==> src/rtl/fft_peak_detect.sv <==
// fft_peak_detect: per-frame power peak search over a streaming FFT output.
// Optional build macro FFT_PEAK_DC_SKIP_EN excludes bin 0 from the search.
module fft_peak_detect #(
    parameter int NPTS = 256,
    parameter int DW   = 20
) (
    input  logic                      clk,
    input  logic                      reset,
    input  logic signed [DW-1:0]      realin,
    input  logic signed [DW-1:0]      imagin,
    input  logic                      startin,
    output logic                      peak_valid,
    output logic [$clog2(NPTS)-1:0]   peak_bin,
    output logic [2*DW-1:0]           peak_pow,
    output logic                      frame_err
);
    localparam int LW = $clog2(NPTS);
    typedef enum logic {IDLE, ACTIVE} state_t;
    state_t             state;
    logic [LW-1:0]      cnt;
    logic               acc;
    logic               abort;
    logic               keep;
    logic               first;
    logic               is_last;
    logic [LW-1:0]      bin;
    logic               s1_v, s1_first, s1_last;
    logic [LW-1:0]      s1_bin;
    logic signed [2*DW-2:0] s1_re, s1_im;
    logic               s2_v, s2_first, s2_last;
    logic [LW-1:0]      s2_bin;
    logic [2*DW-2:0]    s2_re2, s2_im2;
    logic               s3_v, s3_first, s3_last;
    logic [LW-1:0]      s3_bin;
    logic [2*DW-1:0]    s3_pow;
    logic [2*DW-1:0]    max_pow, cand_pow;
    logic [LW-1:0]      max_bin, cand_bin;
    logic               take;
    always_comb begin
        acc     = startin || state == ACTIVE;
        abort   = startin && state == ACTIVE;
        bin     = startin ? '0 : cnt;
        is_last = &bin;
`ifdef FFT_PEAK_DC_SKIP_EN
        keep    = bin != '0;
        first   = bin == LW'(1);
`else
        keep    = 1'b1;
        first   = bin == '0;
`endif
        // Strict compare keeps the earliest bin on ties
        take     = s3_first || s3_pow > max_pow;
        cand_pow = take ? s3_pow : max_pow;
        cand_bin = take ? s3_bin : max_bin;
    end
    always_ff @(posedge clk) begin
        if (reset) begin
            state      <= IDLE;
            cnt        <= '0;
            frame_err  <= 1'b0;
            s1_v       <= 1'b0;
            s1_first   <= 1'b0;
            s1_last    <= 1'b0;
            s1_bin     <= '0;
            s1_re      <= '0;
            s1_im      <= '0;
            s2_v       <= 1'b0;
            s2_first   <= 1'b0;
            s2_last    <= 1'b0;
            s2_bin     <= '0;
            s2_re2     <= '0;
            s2_im2     <= '0;
            s3_v       <= 1'b0;
            s3_first   <= 1'b0;
            s3_last    <= 1'b0;
            s3_bin     <= '0;
            s3_pow     <= '0;
            max_pow    <= '0;
            max_bin    <= '0;
            peak_valid <= 1'b0;
            peak_bin   <= '0;
            peak_pow   <= '0;
        end else begin
            frame_err <= abort;
            if (acc) begin
                state <= is_last ? IDLE : ACTIVE;
                cnt   <= bin + 1'b1;
            end
            s1_v     <= acc && keep;
            s1_first <= first;
            s1_last  <= is_last;
            s1_bin   <= bin;
            s1_re    <= {{(DW-1){realin[DW-1]}}, realin};
            s1_im    <= {{(DW-1){imagin[DW-1]}}, imagin};
            s2_v     <= s1_v;
            s2_first <= s1_first;
            s2_last  <= s1_last;
            s2_bin   <= s1_bin;
            s2_re2   <= s1_re * s1_re;
            s2_im2   <= s1_im * s1_im;
            s3_v     <= s2_v;
            s3_first <= s2_first;
            s3_last  <= s2_last;
            s3_bin   <= s2_bin;
            s3_pow   <= {1'b0, s2_re2} + {1'b0, s2_im2};
            if (s3_v) begin
                max_pow <= cand_pow;
                max_bin <= cand_bin;
            end
            peak_valid <= s3_v && s3_last;
            if (s3_v && s3_last) begin
                peak_bin <= cand_bin;
                peak_pow <= cand_pow;
            end
        end
    end
endmodule
==> config.mk <==
export PLATFORM = sky130hd
export DESIGN_NAME = fft_peak_detect
export DESIGN_NICKNAME = d
export VERILOG_FILES = /design/src/rtl/fft_peak_detect.sv
export SDC_FILE = /design/constraint.sdc
export NUM_CORES = 2
export LEC_CHECK = 0
export CORE_MARGIN = 2
export CORE_UTILIZATION = 30
export CTS_BUF_LIST = sky130_fd_sc_hd__clkbuf_2 sky130_fd_sc_hd__clkbuf_4 sky130_fd_sc_hd__clkbuf_8
export CTS_CLUSTER_SIZE = 10
export DETAILED_ROUTE_END_ITERATION = 8
export GPL_ROUTABILITY_DRIVEN = 0
export PLACE_DENSITY_LB_ADDON = 0.15
export SLEW_MARGIN = 20
export SYNTH_ARGS = -nofsm -noshare
export SYNTH_HDL_FRONTEND = slang
export SYNTH_SLANG_ARGS = --single-unit
export TNS_END_PERCENT = 30
==> constraint.sdc <==
create_clock -name clk -period 8.5 [get_ports clk]
set_input_delay 1.7 -clock clk [delete_from_list [all_inputs] [get_ports clk]]
set_output_delay 1.7 -clock clk [all_outputs]
set_load 0.02 [all_outputs]
==> flow_summary.json <==
{
  "nets": 5221,
  "crit_fanout": 12,
  "postSynthCellCount": 4063,
  "hold_buffers": 0,
  "cpMostUsedCell": "fa_1",
  "worstRegToRegCells": 23,
  "slowest_delay_ns": 0.74,
  "cts_num_sinks": 296,
  "tightest_slew_ns": 1.07,
  "cts_max_level": 2,
  "dr.pass1.iters": 7,
  "ys_seq_elements": 296,
  "cp_data_required_time_ns": 9.10,
  "area_delta_synth_final_pct": 11.3,
  "stdcell_count": 5830,
  "yosys.cell_types.count": 72,
  "crit_buf_inv": 5,
  "cts_buffers": 60,
  "place_hpwl_um": 77900,
  "numPlacedInstances": 5720,
  "timing.slew.headroom_pct": 28.8,
  "hold_class": "reg2reg",
  "powerDensity_nw_per_um2": 241,
  "critPathTopFamily": "adder cells",
  "synth_warnings": 0,
  "cp.arrival_ns": 8.32,
  "vias": 25700,
  "final.setup.worst_slack_ns": 0.779,
  "drive_above_1_share_pct": 4.64,
  "grt_first_pass_wirelength_um": 157000,
  "grt_pass1_vias": 28500,
  "leakage_nw": 20.9,
  "fillCellCount": 13200,
  "regToRegSetupSlack_ns": 0.78,
  "hold_end": "s2_bin[5]",
  "viasPerCell": 4.42,
  "cts.clk_slew.worst_paths_ns": 0.06,
  "cts_tree": "done",
  "yosysSeqAreaShare_pct": 15.6,
  "finalCritPeriodShare_pct": 90.8,
  "min_path_cells": 1,
  "cts-resized-gates": 0,
  "synth_nets": 5152,
  "cts_post_setup_buffers_inserted": 0,
  "synth_edf_count": 0,
  "die_h_um": 360,
  "crit_chain": "nand2_1 > fa_1 > inv_1 > fa_1 > inv_1 > fa_1 > inv_1 > fa_1 > fa_1 > fa_1 > inv_1 > fa_1 > inv_1 > ha_1 > and3_1 > nand4_1 > nand2b_1 > o31ai_1 > a211oi_1 > a21oi_1 > a21boi_1 > mux2i_1 > o311ai_1",
  "fin_util_pct": 33.6,
  "finalMaxSlewViolations": 0,
  "coreArea_um2": 126000,
  "ys_async_sr_fraction_pct": 0,
  "antenna_found_initial": 4,
  "grt_overflow": 0,
  "r2r_end": "s2_im2[37]",
  "drtIter0Drc": 1156,
  "yosysTopAreaCell": "fa_1",
  "port_buffers": 92,
  "setup_violations": 0,
  "dieArea_um2": 130000,
  "drv_cap": 0,
  "synth_area_leaders": "fa_1, dfxtp_1, ha_1",
  "finalWirelength_um": 95100,
  "clkLatencyLatePin_ns": 0.78,
  "rsz0062_at_grt": "no",
  "irDropWorstVdd_v": 0.000180,
  "syn_avg_cell_area_um2": 9.35,
  "setup_tns_ns": 0,
  "grt_usage_pct": 15.3,
  "clock-root-buffer": "clkbuf_8",
  "worstReg2RegStart": "s1_im[2]",
  "layout_commonest_cell": "inv_1",
  "netlist_area_um2": 38000,
  "fin_area_um2": 42300,
  "ant_nets": 0,
  "row_count": 130,
  "ys.flop_type": "dfxtp_1",
  "routedWlPerCell_um": 16.3,
  "status": "completed",
  "crit_path_end_kind": "flop",
  "yosysTopAreaCellShare_pct": 39.6,
  "placed_cell_area_um2": 40900,
  "grt_max_degree": 102,
  "cp_slowest_cell": "dfxtp_1",
  "timing.hold.ws_ns": 0.360,
  "fp.dieW_um": 360,
  "pre_cts_ws_ns": 0.762,
  "worstHoldStart": "s1_bin[5]",
  "cts_buffer_depth": 3,
  "fin_crit_ns": 7.72,
  "fin_worst_skew_ns": 0.0828,
  "drc": 0,
  "worst_setup_path_start_kind": "flop",
  "critical_path_class": "reg2reg",
  "io_pins": 93,
  "fmax_ghz": 0.130,
  "finalHoldViolations": 0,
  "totalPowerFinal_mw": 10.2,
  "initial_core_util_pct": 30.2,
  "mostFrequentLayoutCells": "inv_1, fa_1, nand2_1"
}
layer usage:
metal	global-route usage, %	wire length (um)
met3	2.01	2800
met2	27.2	47800
met5	0	0
met1	20.1	43200
met4	2.57	1360
worst max path at each step:
stage / start / to / cells past startpoint
global route: s1_re[3] / s2_re2[37] / 23
global placement: s1_re[3] / s2_re2[37] / 23
detailed placement: s1_im[19] / s2_im2[37] / 21
floorplan: s1_im[2] / s2_im2[37] / 25
finish: s1_im[2] / s2_im2[37] / 23
CTS: s1_im[19] / s2_im2[37] / 21
synth_stat cells, drive strengths merged (3+ instances only):
library cell / count
a21oi: 197
nor2: 171
o31ai: 6
xor2: 49
or3: 3
a41oi: 5
dfxtp: 296
mux2: 3
o21a: 17
and2: 170
a21boi: 5
nor2b: 111
nor3b: 6
nand2b: 15
nand2: 359
nor4: 6
inv: 964
a31oi: 12
a211oi: 26
xnor2: 79
a2111oi: 3
mux2i: 51
a21o: 38
a31o: 7
nand3: 19
clkbuf: 129
ha: 294
o21bai: 12
buf: 15
nor3: 26
o211ai: 7
fa: 752
o21ai: 126
a211o: 8
nand4: 19
a221o: 3
or2: 9
and3: 19
report_power, final:
part / total, mW / switching (mW) / internal, mW
registers: 1.80 / 0.175 / 1.63
clock network: 1.72 / 0.722 / 0.993
logic: 6.66 / 3.90 / 2.77
cell families after synthesis:
logic type / Yosys count / share of synthesized area (%)
compound gates: 490 / 7.79
xor+xnor: 128 / 2.95
fa+ha+maj: 1046 / 49.3
buf+inv: 1108 / 11.0
flops: 296 / 15.6
mux: 54 / 1.43
simple gates: 941 / 11.9
sequential cells by signal, indices dropped and copies added, names as in the netlist, 20 cells and up:
register	count
s1_im	20
s3_pow	40
s1_re	20
s2_im2	38
s2_re2	38
peak_pow	40
max_pow	40
area by class of cell:
class                   count  area, um2  area share, %
diodes                      3       7.51         0.0178
inverters                 964       3620           8.56
clock inverters            21        264          0.624
multi-input cells        2659      27900           66.0
well taps                1650       2060           4.88
clock buffers              86       1110           2.62
repair buffers            151       1370           3.24
flip-flops and latches    296       5930           14.0
No activity file was read; power rests on OpenSTA's default activity.
